--- config.mk ---
export PLATFORM = sky130hd
export DESIGN_NAME = seg7_countdown
export DESIGN_NICKNAME = d
export VERILOG_FILES = /design/src/rtl/seg7_pkg.sv /design/src/rtl/seg7_decode.sv /design/src/rtl/seg7_countdown.sv
export SDC_FILE = /design/constraint.sdc
export NUM_CORES = 1
export LEC_CHECK = 0
export CAP_MARGIN = 10
export CORE_ASPECT_RATIO = 0.75
export CORE_MARGIN = 2
export CORE_UTILIZATION = 56
export DETAILED_ROUTE_END_ITERATION = 12
export PLACE_DENSITY = 0.81
export SYNTH_ARGS = -nofsm -noshare
export SYNTH_HDL_FRONTEND = slang
export SYNTH_SLANG_ARGS = --single-unit
--- constraint.sdc ---
create_clock -name clk -period 2.8 [get_ports clk]
set_clock_uncertainty 0.05 [all_clocks]
set_input_delay 0.56 -clock clk [delete_from_list [all_inputs] [get_ports clk]]
set_output_delay 0.56 -clock clk [all_outputs]
set_load 0.02 [all_outputs]
--- src/rtl/seg7_pkg.sv ---
// Shared types and constants for the MM:SS countdown timer and its 7-segment driver.
// Also holds the preset clamp and the BCD borrow-chain helpers.
package seg7_pkg;

    typedef enum logic [1:0] {
        ST_IDLE  = 2'd0,
        ST_RUN   = 2'd1,
        ST_PAUSE = 2'd2,
        ST_DONE  = 2'd3
    } state_t;

    // Active-high {g,f,e,d,c,b,a}
    localparam logic [6:0] SEG_0     = 7'h3F;
    localparam logic [6:0] SEG_1     = 7'h06;
    localparam logic [6:0] SEG_2     = 7'h5B;
    localparam logic [6:0] SEG_3     = 7'h4F;
    localparam logic [6:0] SEG_4     = 7'h66;
    localparam logic [6:0] SEG_5     = 7'h6D;
    localparam logic [6:0] SEG_6     = 7'h7D;
    localparam logic [6:0] SEG_7     = 7'h07;
    localparam logic [6:0] SEG_8     = 7'h7F;
    localparam logic [6:0] SEG_9     = 7'h6F;
    localparam logic [6:0] SEG_BLANK = 7'h00;

    localparam logic [3:0] BLANK_CODE = 4'hF;

    function automatic logic [3:0] clamp_digit(input logic [3:0] d, input logic [3:0] max);
        logic [3:0] r;
        if (d > max) begin
            r = max;
        end else begin
            r = d;
        end
        return r;
    endfunction

    function automatic logic [15:0] sanitise_preset(input logic [15:0] p);
        return {clamp_digit(p[15:12], 4'd5), clamp_digit(p[11:8], 4'd9),
                clamp_digit(p[7:4], 4'd5), clamp_digit(p[3:0], 4'd9)};
    endfunction

    // One-second BCD decrement; callers never pass 00:00.
    function automatic logic [15:0] bcd_dec_mmss(input logic [15:0] c);
        logic [15:0] r;
        r = c;
        if (c[3:0] != 4'd0) begin
            r[3:0] = c[3:0] - 4'd1;
        end else begin
            r[3:0] = 4'd9;
            if (c[7:4] != 4'd0) begin
                r[7:4] = c[7:4] - 4'd1;
            end else begin
                r[7:4] = 4'd5;
                if (c[11:8] != 4'd0) begin
                    r[11:8] = c[11:8] - 4'd1;
                end else begin
                    r[11:8]  = 4'd9;
                    r[15:12] = c[15:12] - 4'd1;
                end
            end
        end
        return r;
    endfunction

endpackage

--- src/rtl/seg7_decode.sv ---
// Combinational BCD to active-high 7-segment decoder; codes A-F show blank.
module seg7_decode
    import seg7_pkg::*;
(
    input  logic [3:0] bcd,
    output logic [6:0] seg
);

    // Digit pattern lookup
    always_comb begin
        case (bcd)
            4'd0:    seg = SEG_0;
            4'd1:    seg = SEG_1;
            4'd2:    seg = SEG_2;
            4'd3:    seg = SEG_3;
            4'd4:    seg = SEG_4;
            4'd5:    seg = SEG_5;
            4'd6:    seg = SEG_6;
            4'd7:    seg = SEG_7;
            4'd8:    seg = SEG_8;
            4'd9:    seg = SEG_9;
            default: seg = SEG_BLANK;
        endcase
    end

endmodule

--- src/rtl/seg7_countdown.sv ---
// MM:SS countdown timer with start/pause/clear control and a 4-digit multiplexed
// 7-segment driver; divider square waves are edge-detected into one-cycle enables.
module seg7_countdown
    import seg7_pkg::*;
#(
    parameter bit         SEG_ACT_LOW = 1'b1,
    parameter logic [1:0] DP_DIGIT    = 2'd2
) (
    input  logic        clk,
    input  logic        rst_n,
    input  logic        clk_1s,
    input  logic        clk_7seg,
    input  logic        btn_start,
    input  logic        btn_clear,
    input  logic [15:0] sw_time,
    output logic [3:0]  an,
    output logic [7:0]  seg,
    output logic        done
);

    logic        clk_1s_d_q, clk_7seg_d_q, btn_start_d_q, btn_clear_d_q;
    state_t      state_q, state_d;
    logic [15:0] count_q, count_d;
    logic [1:0]  idx_q, idx_d;
    logic [3:0]  an_q, an_d;
    logic [7:0]  seg_q, seg_d;
    logic        done_q, done_d;

    logic        tick_1s_s, tick_scan_s, start_p_s, clear_p_s;
    logic [15:0] preset_s, disp_s;
    logic [3:0]  digit_s;
    logic [6:0]  pat_s;

    assign tick_1s_s   = clk_1s & ~clk_1s_d_q;
    assign tick_scan_s = clk_7seg & ~clk_7seg_d_q;
    assign start_p_s   = btn_start & ~btn_start_d_q;
    assign clear_p_s   = btn_clear & ~btn_clear_d_q;
    assign preset_s    = sanitise_preset(sw_time);
    assign disp_s      = (state_q == ST_IDLE) ? preset_s : count_q;

    // Select the BCD digit for the current scan position
    always_comb begin
        case (idx_q)
            2'd0:    digit_s = disp_s[3:0];
            2'd1:    digit_s = disp_s[7:4];
            2'd2:    digit_s = disp_s[11:8];
            2'd3:    digit_s = disp_s[15:12];
            default: digit_s = BLANK_CODE;
        endcase
    end

    seg7_decode u_decode (
        .bcd (digit_s),
        .seg (pat_s)
    );

    // Next-state logic: clear has priority, then start, then the 1 s tick
    always_comb begin
        state_d = state_q;
        count_d = count_q;
        if (clear_p_s) begin
            state_d = ST_IDLE;
            count_d = 16'h0000;
        end else begin
            case (state_q)
                ST_IDLE: begin
                    if (start_p_s && (preset_s != 16'h0000)) begin
                        state_d = ST_RUN;
                        count_d = preset_s;
                    end else begin
                        state_d = ST_IDLE;
                    end
                end
                ST_RUN: begin
                    if (start_p_s) begin
                        state_d = ST_PAUSE;
                    end else if (tick_1s_s && (count_q == 16'h0001)) begin
                        state_d = ST_DONE;
                        count_d = 16'h0000;
                    end else if (tick_1s_s && (count_q != 16'h0000)) begin
                        count_d = bcd_dec_mmss(count_q);
                    end else begin
                        count_d = count_q;
                    end
                end
                ST_PAUSE: begin
                    if (start_p_s) begin
                        state_d = ST_RUN;
                    end else begin
                        state_d = ST_PAUSE;
                    end
                end
                ST_DONE: begin
                    if (start_p_s) begin
                        state_d = ST_IDLE;
                        count_d = 16'h0000;
                    end else begin
                        state_d = ST_DONE;
                    end
                end
                default: begin
                    state_d = ST_IDLE;
                    count_d = 16'h0000;
                end
            endcase
        end
    end

    // Scan outputs latch the digit at idx on each scan tick, then idx advances
    always_comb begin
        done_d = (state_d == ST_DONE);
        if (tick_scan_s) begin
            idx_d = idx_q + 2'd1;
            an_d  = (4'b0001 << idx_q) ^ {4{SEG_ACT_LOW}};
            seg_d = {(idx_q == DP_DIGIT), pat_s} ^ {8{SEG_ACT_LOW}};
        end else begin
            idx_d = idx_q;
            an_d  = an_q;
            seg_d = seg_q;
        end
    end

    // State, counter, edge history and output registers
    always_ff @(posedge clk) begin
        if (!rst_n) begin
            clk_1s_d_q    <= 1'b0;
            clk_7seg_d_q  <= 1'b0;
            btn_start_d_q <= 1'b0;
            btn_clear_d_q <= 1'b0;
            state_q       <= ST_IDLE;
            count_q       <= 16'h0000;
            idx_q         <= 2'd0;
            an_q          <= {4{SEG_ACT_LOW}};
            seg_q         <= {8{SEG_ACT_LOW}};
            done_q        <= 1'b0;
        end else begin
            clk_1s_d_q    <= clk_1s;
            clk_7seg_d_q  <= clk_7seg;
            btn_start_d_q <= btn_start;
            btn_clear_d_q <= btn_clear;
            state_q       <= state_d;
            count_q       <= count_d;
            idx_q         <= idx_d;
            an_q          <= an_d;
            seg_q         <= seg_d;
            done_q        <= done_d;
        end
    end

    assign an   = an_q;
    assign seg  = seg_q;
    assign done = done_q;

endmodule

==> results.md <==
- Placed Area: between 3000 and 4000 sq um
- Outcome: finished, final reports clean
- Post-Syn Area: 2640 sq um
- Power Dens Cells: ~500 nW/um^2
- DP HPWL: 5.72 mm
- Full die area: 5290 sq um
- Required @ worst endpoint: 2920 ps
- Synthesized flop and latch total: 36
- Die H: ~63 um
- Slew @ Worst Pin: around 570 ps
- Final-report hold violation count: 0
- Clk buf depth: 2
- Reg area: 721 sq um
- DRT iter0 DRCs: roughly 270
- Drt drc: 0
- Routed wire length: between 7 and 8 mm
- Synth warn: 0
- Chip width: roughly 83 um
- Critical-path top delay cell: or4b_2
- Number of synthesized flops with an enable pin: 0
- CP delay by family, top: compound AO/OA/AOI/OAI gates
- Vias/cell: slightly above 6
- Hold crit path type: flip-flop to flip-flop
- Latest clock arrival within the worst-skew pair: roughly 300 ps
- Root Buffer: clkbuf_8
- Crit end category: flip-flop
- Initial antenna violation count: 0
- TritonRoute pass-1 iters: 5
- First-pass GRT wire length: 12.5 mm
- Syn_area_per_cell: just over 8 sq um
- Area of the multi-input gates: between 1500 and 2000 sq um
- Row count: 21
- CP cell instances: clkdlybuf4s50_1 -> or4b_2 -> a21oi_2 -> o41ai_4 -> buf_4 -> ha_1 -> a211oi_1 -> a21oi_1
- H-tree levels: 2
- Setup violations, final: 0
- Sequential fraction of the synthesis area: 0.273
- Ys flop type: dfxtp_1
- Peak VDD IR: 0.337 mV
- Post-CTS Setup Bufs: 0
- Vias in the first global route: 2630
- Crit path time final: 2660 ps
- Commonest non-fill, non-tap cell in the layout: buf_4
- WL/cell: between 15 and 20 um
- Largest net degree at the start of global routing: 18
- Hold WS: about 430 ps
- Via count: about 2.8k
- Placed Cells incl. Taps: 439
- Worst R2R Path Depth: 9
- CP Max Fanout: 4
- Layout area overhead: 28.2%
- Fraction of layout instances using a drive strength above 1: 0.182
- Routability cong.: slightly above 1
- DRT antenna net count: 0
- Arrival time worst endpoint: 2780 ps
- Fmax: roughly 380 MHz
- LEAKAGE: approximately 1.4 nW
- Yosys cell types: between 60 and 70
- GRT Total Usage: 0.294
- Crit path buffers/inverters: 2
- Max-cap violations: 0
- Post-synth ARST share: 0
- Design area: between 3000 and 4000 sq um
- Non-filler cells, final: between 400 and 500
- Number of fill cells: between 300 and 400
- Crit path launch type: input pin
- Clock-pin slew on the worst setup and hold paths: around 70 ps
- CTS Buf Count: 5
- Max stage delay on crit path: approximately 600 ps
- Hold Crit Depth: 2
- Pins Over Slew Limit: 0
- I/O pin count: 35
- Initial Utilization: 0.588
- Net count, final: 429
- CTS tree: yes
- Slew HR: 0.619
- Kind of critical path: input pin to flip-flop
- Sink Count: 36
- Syn Nets: between 300 and 400
- Critical Path Stages: 8
- ANT cells: 0
- Mapped Cells: between 300 and 400
- Core area: 4490 sq um
- Commonest non-fill, non-tap cells in the layout: buf_4, dfxtp_1, clkdlybuf4s50_1
- Grt total ovfl: 0
- Final period util: 0.949
- IO Port Bufs: 34
worst paths after layout:
check / slack, ps / from / endpoint
worst min register to register: 430 / seg[1]$_SDFFE_PN1P_ / seg[1]$_SDFFE_PN1P_
worst max register to register: 160 / count_q[4]$_SDFFE_PP0P_ / count_q[14]$_SDFFE_PP0P_
worst min-delay path: 430 / seg[1]$_SDFFE_PN1P_ / seg[1]$_SDFFE_PN1P_
worst max-delay path: 140 / sw_time[9] / seg[0]$_SDFFE_PN1P_
where the power goes:
group | internal (mW) | switching [mW] | total, mW
Sequential | 0.552 | 0.0388 | 0.590
Clock | 0.264 | 0.208 | 0.472
Combinational | 0.287 | 0.331 | 0.619
Total | 1.10 | 0.578 | 1.68
final cells by class:
class | instances | area share
clock buffer | 5 | 0.0203
clock inverter | 3 | 0.0126
inverter | 19 | 0.0211
multi-input combinational | 254 | 0.522
timing repair buffer | 73 | 0.191
tap | 57 | 0.0211
sequential | 36 | 0.213
worst reg2reg max path: stages (launching register included):
cell and delay, ps:
dfxtp_1 460, inv_1 80, ha_1 230, nor3b_2 180, and4_4 230, or3_4 420
a211o_1 310, buf_12 160, o41ai_1 310, a21oi_1 100
cell usage after synthesis (3+ instances only):
cell,number,area [sq um]
a211oi_1,5,37.5
a21o_1,3,22.5
a21oi_1,33,165
a31oi_1,3,18.8
and2_1,6,37.5
buf_2,4,20.0
buf_6,3,33.8
clkbuf_1,8,30.0
dfxtp_1,36,721
ha_1,18,225
inv_1,19,71.3
nand2_1,28,105
nand2b_1,4,25.0
nand3_1,6,30.0
nand3b_1,3,22.5
nand4_1,4,25.0
nand4b_1,3,26.3
nor2_1,18,67.6
nor2b_1,6,37.5
nor3_1,10,50.1
nor3_2,3,30.0
nor3b_1,6,45.0
nor4_1,5,31.3
nor4b_1,4,35.0
o211ai_1,8,60.1
o21ai_0,13,65.1
o21ai_1,3,15.0
o21bai_1,3,22.5
o22ai_1,7,43.8
or2_2,3,18.8
or3_1,3,18.8
xnor2_1,3,26.3
flip-flops by register name, summed over array words and instances, names as in the netlist:
name	cells
count_q	16
seg	8
an	3
idx_q	2
state_q	2
btn_clear_d_q	1
btn_start_d_q	1
clk_1s_d_q	1
clk_7seg_d_q	1
done	1
routing by layer:
metal	vias up	GRT usage	routed length (um)
met2	164	0.439	3270
li1	1324	-	-
met4	0	0.119	104
met3	12	0.0852	843
met1	1278	0.399	3310
met5	-	0	0
cells by family (layout without fill, tap and decap cells):
family / after synthesis / after routing / synth area share
flops: 36 / 36 / 0.273
buf+inv: 38 / 100 / 0.0711
xor+xnor: 3 / 3 / 0.00995
simple gates: 125 / 125 / 0.284
mux: 2 / 2 / 0.00805
fa+ha+maj: 18 / 18 / 0.0853
compound gates: 106 / 106 / 0.269
stage by stage:
step                      utilization  setup TNS, ps  power (mW)  setup WS [ps]
after floorplan                     -              0       0.980            342
after global placement          0.722           -359        1.18           -138
after detailed placement        0.722          -1510        1.19           -160
after CTS                       0.746              0        1.66           72.1
after global routing            0.754          -8.87        1.76          -8.87
final                           0.754              0        1.68            143
repair_timing:
action | in CTS | in global routing
gates resized for setup | 0 | 5
hold buffers | 0 | 0
setup endpoints to repair | 0 | 13
No activity file was read; power rests on OpenSTA's default activity.
